`src/rtl/regbank_reader_if.sv`:
```
// Word-stream channel of regbank_reader: data, index and last flag under a valid/ready handshake.
interface regbank_reader_if #(
    parameter int WIDTH = 8,
    parameter int NREGS = 10
);
    localparam int IDXW = (NREGS > 1) ? $clog2(NREGS) : 1;

    logic [WIDTH-1:0] out_data;
    logic [IDXW-1:0]  out_idx;
    logic             out_valid;
    logic             out_ready;
    logic             out_last;

    modport master (
        output out_data,
        output out_idx,
        output out_valid,
        output out_last,
        input  out_ready
    );

    modport slave (
        input  out_data,
        input  out_idx,
        input  out_valid,
        input  out_last,
        output out_ready
    );
endinterface

```
`src/rtl/regbank_reader.sv`:
```
// regbank_reader: snapshots a flat register bank on start and streams it out one word per handshake.
// Optional abort input is built in when REGBANK_READER_ABORT_EN is defined.
module regbank_reader #(
    parameter int WIDTH = 8,
    parameter int NREGS = 10
) (
    input  logic                   clk,
    input  logic                   rst_n,
    input  logic [WIDTH*NREGS-1:0] bank_in,
    input  logic                   start,
    output logic                   busy,
    output logic                   done,
`ifdef REGBANK_READER_ABORT_EN
    input  logic                   abort,
`endif
    regbank_reader_if.master       rd
);
    localparam int IDXW = (NREGS > 1) ? $clog2(NREGS) : 1;

    localparam logic [0:0] IDLE = 1'b0;
    localparam logic [0:0] SEND = 1'b1;

    localparam logic [IDXW-1:0] LAST_IDX = IDXW'(NREGS - 1);

    logic [0:0]             state;
    logic [IDXW-1:0]        index;
    logic [WIDTH*NREGS-1:0] snapshot;
    logic [WIDTH-1:0]       word;
    logic                   is_last;
    logic                   abort_req;

`ifdef REGBANK_READER_ABORT_EN
    assign abort_req = abort;
`else
    assign abort_req = 1'b0;
`endif

    assign is_last = (index == LAST_IDX);

    // Word select from the registered snapshot only, so outputs never see bank_in directly
    always_comb begin
        word = '0;
        for (int unsigned i = 0; i < NREGS; i++) begin
            if (index == IDXW'(i)) begin
                word = snapshot[i*WIDTH +: WIDTH];
            end
        end
    end

    always_ff @(posedge clk or negedge rst_n) begin
        if (!rst_n) begin
            state    <= IDLE;
            index    <= '0;
            snapshot <= '0;
            done     <= 1'b0;
        end else begin
            done <= 1'b0;
            if (state == IDLE) begin
                if (start) begin
                    snapshot <= bank_in;
                    index    <= '0;
                    state    <= SEND;
                end
            end else begin
                // Abort wins over any handshake in the same cycle
                if (abort_req) begin
                    index <= '0;
                    state <= IDLE;
                end else if (rd.out_ready) begin
                    if (is_last) begin
                        index <= '0;
                        done  <= 1'b1;
                        state <= IDLE;
                    end else begin
                        index <= index + IDXW'(1);
                    end
                end
            end
        end
    end

    assign busy         = (state == SEND);
    assign rd.out_valid = (state == SEND);
    assign rd.out_data  = word;
    assign rd.out_idx   = index;
    assign rd.out_last  = (state == SEND) && is_last;
endmodule

```
`src/flat_wrapper.sv`:
```
// flat-port wrapper written by rule: the top's interface ports become plain ports
module regbank_reader_flat 
#(
    parameter int WIDTH = 8,
    parameter int NREGS = 10
)
  (clk, rst_n, bank_in, start, busy, done, rd_out_data, rd_out_idx, rd_out_valid, rd_out_last, rd_out_ready);
  regbank_reader_if #(.WIDTH(WIDTH), .NREGS(NREGS)) rd_i ();
  input  logic clk;
  input  logic rst_n;
  input  logic [WIDTH*NREGS-1:0] bank_in;
  input  logic start;
  output logic busy;
  output logic done;
  output wire logic [$bits(rd_i.out_data)-1:0] rd_out_data;
  output wire logic [$bits(rd_i.out_idx)-1:0] rd_out_idx;
  output wire logic [$bits(rd_i.out_valid)-1:0] rd_out_valid;
  output wire logic [$bits(rd_i.out_last)-1:0] rd_out_last;
  input wire logic [$bits(rd_i.out_ready)-1:0] rd_out_ready;
  assign rd_out_data = rd_i.out_data;
  assign rd_out_idx = rd_i.out_idx;
  assign rd_out_valid = rd_i.out_valid;
  assign rd_out_last = rd_i.out_last;
  assign rd_i.out_ready = rd_out_ready;
  regbank_reader #(.WIDTH(WIDTH), .NREGS(NREGS)) u_core (.clk(clk), .rst_n(rst_n), .bank_in(bank_in), .start(start), .busy(busy), .done(done), .rd(rd_i));
endmodule
```
`config.mk`:
```
export PLATFORM = sky130hd
export DESIGN_NAME = regbank_reader_flat
export DESIGN_NICKNAME = d
export VERILOG_FILES = /design/src/rtl/regbank_reader_if.sv /design/src/rtl/regbank_reader.sv /design/src/flat_wrapper.sv
export SDC_FILE = /design/constraint.sdc
export NUM_CORES = 1
export LEC_CHECK = 0
export CAP_MARGIN = 20
export CELL_PAD_IN_SITES_DETAIL_PLACEMENT = 1
export CELL_PAD_IN_SITES_GLOBAL_PLACEMENT = 1
export CORE_UTILIZATION = 43
export DETAILED_ROUTE_END_ITERATION = 10
export GPL_TIMING_DRIVEN = 0
export PLACE_DENSITY_LB_ADDON = 0.1
export SLEW_MARGIN = 20
export SYNTH_ARGS = -nofsm -noshare
export SYNTH_HDL_FRONTEND = slang
export SYNTH_SLANG_ARGS = --single-unit
```
`constraint.sdc`:
```
create_clock -name clk -period 3.45 [get_ports clk]
set_clock_uncertainty 0.1 [all_clocks]
set_input_delay 0.345 -clock clk [delete_from_list [all_inputs] [get_ports clk]]
set_output_delay 0.345 -clock clk [all_outputs]
set_load 0.03 [all_outputs]
```
==> results of run 1 <==
==> metal layers <==
layer	wire (um)	part of all wire, %	track usage (%)
met1	4724	46	30.27
met2	5033	49	37.61
met3	317	3.1	3.725
met4	186	1.8	8.824
met5	0	0	0
==> report_power, final <==
part	leakage, uW	internal (uW)	total, uW	switching, uW
clock	0.0000998	410	784	374
combinational	0.00121	1060	2180	1120
sequential	0.00105	1480	1740	258
==> cells by family after synthesis <==
group,Yosys count
compound gates,45
buf+inv,24
simple gates,45
mux,109
flops,86
==> sequential cells by signal, summed over array words and instances (netlist names) <==
register           flops
u_core.done            1
u_core.rd.out_idx      4
u_core.busy            1
u_core.snapshot       80
==> cells in the mapped netlist (2+ instances only) <==
master / count
a21oi_1: 4
buf_2: 12
buf_4: 5
buf_6: 5
dfrtp_1: 86
inv_1: 2
mux2_1: 80
mux2i_1: 26
mux4_2: 2
nand2_1: 10
nor2_1: 19
nor2b_1: 3
nor3_1: 5
o21a_1: 7
o21ai_0: 5
o21ai_1: 6
o21ai_2: 3
o221ai_2: 3
o22a_1: 4
o2bb2ai_1: 2
o31ai_1: 5
==> stage by stage <==
| stage | total power (uW) | instances | cell area (um2) | TNS, ns |
|---|---|---|---|---|
| 4_1_cts | 4743 | 555 | 5504 | 0 |
| 5_1_grt | 5010 | 555 | 5504 | 0 |
| 2_1_floorplan | 3147 | 309 | 4101 | 0 |
| 6_report | 4705 | 555 | 5504 | 0 |
| 3_3_place_gp | 3869 | 537 | 5254 | -103.30 |
| 3_5_place_dp | 3947 | 538 | 5279 | 0 |
==> cell type report <==
class / instances / area [um2]
buffer: 22 / 153.9
sequential: 86 / 2152
tap: 129 / 161.4
timing repair buffer: 101 / 1026
clock buffer: 11 / 131.4
fill: 947 / 3736
inverter: 2 / 7.507
multi-input combinational: 199 / 1788
clock inverter: 5 / 83.83
==> worst max-delay path, stage by stage, from the launching register on <==
cell and delay [ns]:
dfrtp_1 0.38, buf_2 0.18, buf_4 0.19, nand2_1 0.36, a211oi_1 0.14, a221oi_2 0.26, clkdlybuf4s50_1 0.72
==> path summary, 6_finish.rpt <==
kind / start / to / slack (ns) / depth (start not counted)
min in group asynchronous: rst_n / u_core.snapshot[4] / 0.42 / 2
max in group asynchronous: rst_n / u_core.snapshot[50] / 2.20 / 3
worst min register to register: u_core.snapshot[68] / u_core.snapshot[68] / 0.39 / 1
worst max register to register: u_core.busy / u_core.snapshot[78] / 1.71 / 4
worst min-delay path: u_core.snapshot[68] / u_core.snapshot[68] / 0.39 / 1
worst max-delay path: u_core.rd.out_idx[1] / rd_out_data[0] / 0.40 / 6
==> results.py, run 1 <==
metrics = {
    "placement": {
        "gp_congestion": 0.8146,
        "dp_slack_ns": 0.8440,
        "portBuffers": 99,
        "hpwl_um": 7699,
    },
    "routing": {
        "first_iter_violations": 49,
        "detail-route-antenna-nets": 0,
        "wl_per_cell_um": 18.49,
        "wirelength_um": 10260,
        "drt-vias-per-instance": 5.171,
        "firstDrtPassIters": 4,
        "vias": 2870,
        "drc": 0,
    },
    "finish": {
        "nNetsFinal": 505,
        "insertedDiodeCount": 0,
        "drive_above_1_share_pct": 12.44,
        "fin_util_pct": 59.57,
        "area_delta_synth_final_pct": 34.20,
        "final_common_cell": "clkdlybuf4s50_1",
        "mostFrequentLayoutCells": "clkdlybuf4s50_1, dfrtp_1, mux2_1, mux2i_1, nor2_1",
    },
    "die": {
        "placementRows": 35,
        "die_x_um": 99.67,
        "die_h_um": 99.67,
        "die_area_mm2": 0.009933,
        "coreArea_mm2": 0.009240,
        "start_util_pct": 44.39,
        "ios": 100,
    },
    "sta": {
        "hold_viol": 0,
        "holdWs_ns": 0.3895,
        "fmax_mhz": 327.8,
        "final-setup-viol-count": 0,
        "tightest_slew_ns": 0.5775,
        "worst_slack_ns": 0.3990,
        "finalCriticalPeriod_ns": 3.051,
        "post-route-period-util_pct": 88.43,
        "drv_slew": 0,
        "relSlewSlack_pct": 61.50,
        "rsz0062_at_grt": "false",
    },
    "power_and_ir_drop": {
        "powerDensity_mw_per_mm2": 854.8,
        "power_leakage_uw": 0.002367,
        "vdd_ir_drop_max_v": 0.0004954,
    },
    "run_status": {
        "status": "complete, no violations",
    },
    "logic_synthesis": {
        "synth_fp_nets": 393,
        "ys_seq_area_share_pct": 52.47,
        "postSynthCellCount": 309,
        "synth_top_family_by_area": "multiplexers",
        "synth_area_leaders": "dfrtp_1, mux2_1, mux2i_1",
        "ys_seq_elements": 86,
        "async_flop_share_pct": 100.0,
        "synth.avg_cell_area_um2": 13.27,
        "syn_area_mm2": 0.004101,
        "synth_compound_area_share_pct": 8.389,
        "yosysTopAreaCell": "dfrtp_1",
        "synthFlopType": "dfrtp_1",
        "synth-simple-area-share_pct": 5.522,
        "muxShareOfSynthArea_pct": 29.68,
        "synth_fa_ha_area_share_pct": 0,
        "synth.distinct_cells": 36,
        "yosys.area.top_type_share_pct": 52.47,
        "synth_warnings": 0,
        "synth_edf_count": 0,
        "synth_xor_area_share_pct": 0,
    },
    "clocking": {
        "cts_tree": "yes",
        "htree_levels": 3,
        "post-cts-setup-buffers": 0,
        "numCtsBuffers": 9,
        "cts_hold_buf": 1,
        "clk_latency_ns": 0.36,
        "clkTransAtPathRegs_ns": 0.09,
        "clockBufferDepth": 2,
        "root_buffer": "clkbuf_8",
        "cts.repair.resized": 0,
        "clock-sinks": 86,
    },
    "grt": {
        "grt_pass1_vias": 3145,
        "grt_first_pass_wirelength_um": 16790,
        "overflow": 0,
        "grt.total_usage_pct": 22.84,
        "antenna_found_initial": 0,
        "grt_max_degree": 45,
    },
    "critical_path": {
        "crit_type": "reg -> out",
        "required_ns": 3.00,
        "crit_path_start_kind": "flip-flop",
        "cp-end-kind": "primary output",
        "arrival_ns": 2.61,
        "crit_fanout": 10,
    },
    "job": {
        "maxCapViolCount": 0,
    },
    "min_path": {
        "hp-class": "reg -> reg",
    },
}
(Power assumes the default switching activity.)
==> run 2, diff against run 1 <==
ABC_AREA = 1   (was not set)
CORE_ASPECT_RATIO = 0.5   (was not set)
CORE_UTILIZATION = 40   (was 43)
==> run 2 against run 1 <==
  * Sequential cell count is the same
  * Combinational power shrank 11%
  * Fmax shrank 4.8%
  * Largest power group unchanged
==> results.py, run 2 <==
metrics = {
    "run_status": {
        "status": "complete, no violations",
    },
    "finish": {
        "final_common_cell": "clkdlybuf4s50_1",
        "drive_above_1_share_pct": 21.19,
        "fillers": 992,
        "regMostFlops": "u_core.snapshot",
        "insertedDiodeCount": 0,
        "largest_register_ffs": 80,
        "area_delta_synth_final_pct": 39.22,
        "fin_util_pct": 59.65,
        "mostFrequentLayoutCells": "clkdlybuf4s50_1, dfrtp_1, nand2_1, mux2_2, nor2_1",
        "nNetsFinal": 566,
    },
    "routing": {
        "wl_per_cell_um": 18.76,
        "vias": 3110,
        "drt-vias-per-instance": 5.049,
        "first_iter_violations": 169,
        "detail-route-antenna-nets": 0,
        "wirelength_um": 11560,
        "firstDrtPassIters": 4,
        "drc": 0,
    },
    "clocking": {
        "clock-sinks": 86,
        "clkTransAtPathRegs_ns": 0.06,
        "root_buffer": "clkbuf_16",
        "clockBufferDepth": 2,
        "numCtsBuffers": 9,
        "clk_latency_ns": 0.34,
        "htree_levels": 3,
        "cts_tree": "yes",
    },
    "sta": {
        "drv_slew": 0,
        "fmax_mhz": 312.2,
        "finalCriticalPeriod_ns": 3.203,
        "hold_viol": 0,
        "rsz0062_at_grt": "false",
        "holdWs_ns": 0.4076,
        "post-route-period-util_pct": 92.85,
        "relSlewSlack_pct": 34.45,
        "tightest_slew_ns": 0.9751,
        "final-setup-viol-count": 0,
    },
    "logic_synthesis": {
        "yosys.area.top_type_share_pct": 55.57,
        "synth_area_leaders": "dfrtp_1, mux2_2, nand2_1",
        "synth_fp_nets": 454,
        "synth_warnings": 0,
        "yosysTopAreaCell": "dfrtp_1",
        "async_flop_share_pct": 100.0,
        "postSynthCellCount": 370,
        "yosysMostFrequentCell": "dfrtp_1",
        "synth_edf_count": 0,
        "ys_seq_area_share_pct": 55.57,
        "synth.avg_cell_area_um2": 10.47,
        "syn_area_mm2": 0.003872,
        "synthFlopType": "dfrtp_1",
        "ys_seq_elements": 86,
        "synth_common_cells": "dfrtp_1, mux2_2, nand2_1",
        "synth.distinct_cells": 23,
    },
    "critical_path": {
        "cp-end-kind": "primary output",
        "crit_fanout": 8,
        "crit_type": "reg -> out",
        "crit_path_start_kind": "flip-flop",
        "worstSetupStartpoint": "u_core.rd.out_idx[0]",
        "arrival_ns": 2.76,
        "rr_startpoint": "u_core.busy",
        "required_ns": 3.00,
    },
    "min_path": {
        "worstHoldStart": "u_core.snapshot[33]",
        "hp-class": "reg -> reg",
    },
    "placement": {
        "hpwl_um": 8582,
        "gp_congestion": 0.8008,
        "portBuffers": 99,
    },
    "job": {
        "maxCapViolCount": 0,
    },
    "grt": {
        "grt_pass1_vias": 3402,
        "grt_max_degree": 50,
        "antenna_found_initial": 0,
        "overflow": 0,
        "grt_first_pass_wirelength_um": 18420,
        "grt.total_usage_pct": 25.14,
    },
    "power_and_ir_drop": {
        "powerDensity_mw_per_mm2": 888.9,
        "power_leakage_uw": 0.002438,
        "vdd_ir_drop_max_v": 0.0004789,
    },
    "die": {
        "placementRows": 24,
        "coreArea_mm2": 0.009039,
        "die_x_um": 141.2,
        "die_area_mm2": 0.01010,
        "ios": 100,
        "start_util_pct": 42.84,
        "die_h_um": 71.58,
    },
}
run 2: where the power goes:
part	internal [uW]	total [uW]	switching [uW]	leakage, uW
clock	722	1110	389	0.000166
sequential	1490	1750	265	0.00103
combinational	837	1930	1090	0.00124
total	3050	4790	1740	0.00244
run 2: cell families (layout without fill, tap and decap cells):
logic type,after synthesis,count (layout),share of synthesized area [%]
mux,64,64,18.61
flops,86,86,55.57
buf+inv,38,154,4.232
compound gates,22,22,3.037
xor+xnor,1,1,0.2262
simple gates,159,159,18.32
run 2: timing repair:
item / in CTS / in global routing
hold buffers: 1 / 0
endpoints found under the hold margin: 48 / 0
resized for setup: 0 / 0
setup buffers: 0 / 0
run 2: stage by stage:
| step | instance area, um2 | std cells | TNS, ns | setup WS [ns] | total power, uW |
|---|---|---|---|---|---|
| after detailed placement | 5044 | 600 | 0 | 0.5846 | 3684 |
| after floorplan | 3872 | 370 | 0 | 1.404 | 2883 |
| after CTS | 5391 | 616 | 0 | 0.2029 | 4824 |
| final | 5391 | 616 | 0 | 0.2466 | 4793 |
| after global placement | 5026 | 599 | -91.58 | -1.072 | 3575 |
| after global routing | 5391 | 616 | 0 | 0.08267 | 5075 |
run 2: final timing paths:
check | to | slack [ns] | depth (start not counted)
setup / recovery | rd_out_data[0] | 0.25 | 5
hold / removal | u_core.snapshot[33] | 0.41 | 1
setup reg to reg | u_core.snapshot[50] | 1.77 | 6
hold reg to reg | u_core.snapshot[33] | 0.41 | 1
max in group asynchronous | u_core.snapshot[70] | 2.10 | 3
min in group asynchronous | u_core.snapshot[3] | 0.51 | 2
run 2: worst max-delay path: stages (launching register included):
cell and delay [ns]:
dfrtp_1 0.53, nand2_1 0.18, nor2_1 0.67, nand2_1 0.17, nand4_1 0.17, clkdlybuf4s50_1 0.70
run 2: routing by layer:
metal	GRT usage, %	vias up	part of all wire (%)
met5	0	-	0
met4	6.763	0	1.4
met3	7.086	15	5.9
met2	42.35	83	48
met1	32.20	1562	44
li1	-	1450	-
run 2: cell type report:
| class | instances | area [um2] | share of cell area, % |
|---|---|---|---|
| Tap cell | 130 | 162.7 | 3.017 |
| Clock buffer | 11 | 242.7 | 4.502 |
| Multi-Input combinational cell | 246 | 1556 | 28.87 |
| Clock inverter | 4 | 95.09 | 1.764 |
| Sequential cell | 86 | 2152 | 39.92 |
| Buffer | 13 | 70.07 | 1.300 |
| Inverter | 25 | 93.84 | 1.741 |
| Timing Repair Buffer | 101 | 1018 | 18.89 |
==> edit 1, RTL diff (flow settings as in run 1) <==
`WIDTH` is set to 8 in 3 places; all go to 10.
--- a/src/rtl/regbank_reader_if.sv
+++ b/src/rtl/regbank_reader_if.sv
@@ -2,3 +2,3 @@
 interface regbank_reader_if #(
-    parameter int WIDTH = 8,
+    parameter int WIDTH = 10,
     parameter int NREGS = 10
--- a/src/rtl/regbank_reader.sv
+++ b/src/rtl/regbank_reader.sv
@@ -3,3 +3,3 @@
 module regbank_reader #(
-    parameter int WIDTH = 8,
+    parameter int WIDTH = 10,
     parameter int NREGS = 10
--- a/src/flat_wrapper.sv
+++ b/src/flat_wrapper.sv
@@ -3,3 +3,3 @@
 #(
-    parameter int WIDTH = 8,
+    parameter int WIDTH = 10,
     parameter int NREGS = 10
Interface: changed (resized bank_in and rd_out_data); port bits go from 100 to 122. The function was not compared with the original's and may differ.
==> edit 1 against run 1 <==
Worst setup slack got worse by 200 ps. Synthesized area increased by 20%. Sequential cell count is 20 higher. Design area rose by 21%. Register-to-register slack worse by 60 ps. Total power up 25%. Sequential share of layout area grew 0.89 points. Combinational power is 25% higher. Wire length up 30%. Fmax fell by 6.2%. Critical path type unchanged.
==> edit 1: results (changes against run 1) <==
metric,value,unit,change
Yosys cell types,31,,-14%
Pre-Repair DR Iteration Count,5,,+1
Logic pwr share,0.464,,about the same
worst skew pair latency,340,ps,-20 ps
Synth Area in XOR/XNOR,0.001778,,+0.001778
sequential element share of the synthesized area,0.5383,,+0.01363
ant diodes,0,,unchanged
via density per instance,5.479,,+6.0%
met1 Usage GRT,0.3045,,+0.001861
Synthesis Warnings,0,,unchanged
Placed Instances,609,,+13%
first-pass GRT wire length,20710,um,+23%
fillcell total,1084,,+14%
Total Power,5.887,mW,+25%
Vias,3430,,+20%
max reg flops,100,,+25%
Worst Hold Class,flip-flop to flip-flop,,
slew margin rel.,0.5390,,-0.07606
largest cells by area after synthesis,"dfrtp_1 54%, mux2_2 24%, mux2i_1 5.7%, mux4_2 3.7%, buf_2 1.7%",,
clock-net power,0.970,mW,+24%
synth cell count leaders,"106 x dfrtp_1, 104 x mux2_2, 28 x mux2i_1",,
met2 Use GR,0.4160,,+0.03987
initial antenna violation count,0,,unchanged
Post-Syn Nets,451,,+15%
Tot GR Track Use,0.2395,,+0.01112
run status,"finished, final reports clean",,
met2 wire len,6856,um,+36%
port buffer count,121,,+22%
uppermost routed layer,met4,,
Post-Syn Instances,347,,+12%
share of layout cells above drive strength 1,0.3169,,+0.1925
met3 usage,0.04005,,+0.002803
M1 WL,5726,um,+21%
CTS H-tree depth,3,,unchanged
gpl congestion,0.7630,,-6.3%
Leak,2.795,nW,+18%
Post-CTS Setup Repair Bufs,0,,unchanged
Power Internal,3.745,mW,+27%
largest reg by FF count,u_core.snapshot,,
CTS resizes,0,,unchanged
Peak VDD IR,0.3760,mV,-24%
post-DP HPWL,9953,um,+29%
post-synthesis compound-gate area fraction,0.06907,,-0.01482
1st-iter DRT viols,82,,+67%
DR WL met3,546,um,+72%
Nets,585,,+16%
mux share of post-synthesis cell area,0.3311,,+0.03431
vias in the first global route,3792,,+21%
post-DR wirelength/cell,21.35,um,+16%
clk slew on worst S/H paths,60,ps,-30 ps
CTS root buf,clkbuf_16,,
critical path arrival,2810,ps,+200 ps
largest net degree at the start of global routing,58,,+29%
[edit 1: final cells by class]
class / count / area (um^2) / share of cell area
Clock inverter: 5 / 37.54 / 0.005659
Buffer: 25 / 150.1 / 0.02264
Sequential cell: 106 / 2653 / 0.3999
Multi-Input combinational cell: 214 / 2117 / 0.3192
Timing Repair Buffer: 123 / 1250 / 0.1885
Clock buffer: 11 / 242.7 / 0.03660
Tap cell: 140 / 175.2 / 0.02641
Inverter: 2 / 7.507 / 0.001132
[edit 1: path summary, 6_finish.rpt]
path,startpoint,endpoint,slack [ps],cells after the start
min reg2reg,u_core.snapshot[24]$_DFFE_PN0P_,u_core.snapshot[24]$_DFFE_PN0P_,400,1
max,u_core.rd.out_idx[0]$_DFFE_PN0P_,rd_out_data[1],200,6
min in group asynchronous,rst_n,u_core.busy$_DFF_PN0_,410,2
max reg2reg,u_core.busy$_DFF_PN0_,u_core.snapshot[27]$_DFFE_PN0P_,1650,4
max in group asynchronous,rst_n,u_core.snapshot[35]$_DFFE_PN0P_,2190,3
min,u_core.snapshot[24]$_DFFE_PN0P_,u_core.snapshot[24]$_DFFE_PN0P_,400,1
[edit 1: critical path: stages, from the launching register on]
cell and delay, ps:
dfrtp_1 420, buf_6 160, buf_2 270, buf_2 350, mux2i_1 410, o221ai_1 200
clkdlybuf4s50_1 650
[edit 1: through the flow]
step / setup WS, ps / cell area (um^2) / util
2_1_floorplan: 1222 / 4927 / -
3_3_place_gp: -2087 / 6314 / 0.5748
3_5_place_dp: 553.5 / 6342 / 0.5775
4_1_cts: 178.4 / 6633 / 0.6039
5_1_grt: 52.44 / 6633 / 0.6039
6_report: 198.7 / 6633 / 0.6039
==> edit 2, RTL diff (flow settings as in run 1) <==
Without the edit above. Reset style: synchronous (`rst_n`), changed in one clocked block.
--- a/src/rtl/regbank_reader.sv
+++ b/src/rtl/regbank_reader.sv
@@ -49,3 +49,3 @@
 
-    always_ff @(posedge clk or negedge rst_n) begin
+    always_ff @(posedge clk) begin
         if (!rst_n) begin
Formal check against the unedited RTL: differs if rst_n is asserted again (counterexample within 4 cycles, from zero or initial values and one cycle with rst_n low); with rst_n held inactive, the same outputs for 10 cycles.
==> edit 2 against run 1 <==
Wire length rose by 26%. Critical path depth did not move. Synthesized cell count is 56% higher. Sequential cell count is the same. Design area decreased by 2.7%. Die area fell by 2.1%. Hold slack got worse by 110 ps. Synthesized area fell by 2.1%. Worst setup slack improved by 47 ps. Non-clock buffer count is 14 higher. Cell count rose by 27%.
Power is not compared: it rests on default switching activity, and its combinational part moved more than twofold at a synthesized area within 25%.
==> edit 2: results (changes against run 1) <==
metric,value,unit,change
fillcell total,1067,,+13%
largest net degree at the start of global routing,15,,-67%
Synthesis Warnings,0,,unchanged
post-DP HPWL,9582,um,+24%
CTS resizes,0,,unchanged
largest reg by FF count,u_core.snapshot,,
Post-Syn Nets,565,,+44%
1st-iter DRT viols,230,,+370%
slew margin rel.,0.6325,,+0.01749
Detailed Route WL,12920,um,+26%
run status,"finished, final reports clean",,
largest cells by area after synthesis,"dfxtp_1 43%, nand2_1 16%, a21boi_0 15%, mux2i_1 2.7%, buf_2 2.2%",,
CTS root buf,clkbuf_8,,
hold path depth,2,,+1
Post-CTS Setup Repair Bufs,0,,unchanged
TritonCTS Buffers,9,,unchanged
initial antenna violation count,0,,unchanged
vias in the first global route,4111,,+31%
first-pass GRT wire length,20870,um,+24%
clk slew on worst S/H paths,90,ps,about the same
Leak,1.972,nW,
max reg flops,80,,unchanged
Vias,3849,,+34%
critical path arrival,2560,ps,-50 ps
placed instance area,0.005130,mm^2,-2.8%
Peak VDD IR,0.1957,mV,
worst skew pair latency,360,ps,about the same
Pre-Repair DR Iteration Count,5,,+1
Nets,674,,+33%
Switch Pwr,0.5779,mW,
Yosys cell types,42,,+17%
gpl congestion,0.8649,,+6.2%
synth cell count leaders,"167 x nand2_1, 86 x dfxtp_1, 81 x a21boi_0",,
Post-synth top flop,dfxtp_1,,
port buffer count,98,,-1.0%
Tot GR Track Use,0.2812,,+0.05274
Worst Hold Class,input pin to flip-flop,,
ys async rst share,0,,-1.000
ant diodes,0,,unchanged
CTS H-tree depth,3,,unchanged
crit path max fanout,10,,unchanged
sequential element share of the synthesized area,0.4289,,-0.09578
clk buf depth,2,,unchanged
Worst R2R Path Depth,6,,+2
share of layout cells above drive strength 1,0.1025,,-0.02189
==> edit 2: per-layer routing <==
layer,GRT usage,vias to the layer above,part of all wire
met4,0.1297,0,0.034
met3,0.03688,32,0.043
met2,0.5011,137,0.50
met5,0,-,0
met1,0.3371,1841,0.42
li1,-,1839,-
==> edit 2: worst paths after layout <==
check / startpoint / endpoint / slack, ps
hold / removal: rst_n / u_core.snapshot[67]$_SDFFE_PN0P_ / 280
setup / recovery: u_core.rd.out_idx[0]$_SDFFE_PN0P_ / rd_out_data[0] / 450
setup reg to reg: u_core.busy$_SDFF_PN0_ / u_core.rd.out_idx[1]$_SDFFE_PN0P_ / 1660
hold reg to reg: u_core.snapshot[67]$_SDFFE_PN0P_ / u_core.snapshot[67]$_SDFFE_PN0P_ / 370
==> edit 2: power groups by stage <==
stage          Combinational [mW]  Sequential, mW  Clock, mW
2_1_floorplan               0.172            1.09          0
3_3_place_gp                0.329            1.10          0
6_report                    0.344            1.08      0.805
3_5_place_dp                0.341            1.10          0
5_1_grt                     0.375            1.09      0.847
4_1_cts                     0.346            1.08      0.807
==> edit 2: kinds of logic after synthesis <==
| kind of cell | Yosys count | share of synthesized area |
|---|---|---|
| compound gates | 127 | 0.2313 |
| flops | 86 | 0.4289 |
| mux | 23 | 0.07232 |
| buf+inv | 44 | 0.05954 |
| simple gates | 201 | 0.2079 |
==> edit 2: area by class of cell <==
cell class | instances | area, um^2 | share of cell area
buffer | 39 | 220.2 | 0.04113
multi-input combinational | 351 | 2053 | 0.3835
clock buffer | 11 | 141.4 | 0.02641
inverter | 5 | 18.77 | 0.003505
sequential | 86 | 1722 | 0.3216
clock inverter | 5 | 82.58 | 0.01542
tap | 108 | 135.1 | 0.02524
timing repair buffer | 98 | 980.9 | 0.1832
==> edit 2: metrics by stage <==
step | cells | utilization | setup slack (ps)
after global routing | 703 | 0.6022 | 345.0
after CTS | 703 | 0.6022 | 441.9
after floorplan | 481 | - | 1237
after detailed placement | 687 | 0.5770 | 829.4
final | 703 | 0.6022 | 445.6
after global placement | 687 | 0.5770 | 825.1
==> edit 2: worst max-delay path, cell delays in order (launching register included) <==
cell	delay, ps
dfxtp_1	380
buf_4	230
and2b_1	270
a221oi_1	130
or3_1	390
o221ai_1	100
clkdlybuf4s50_1	710
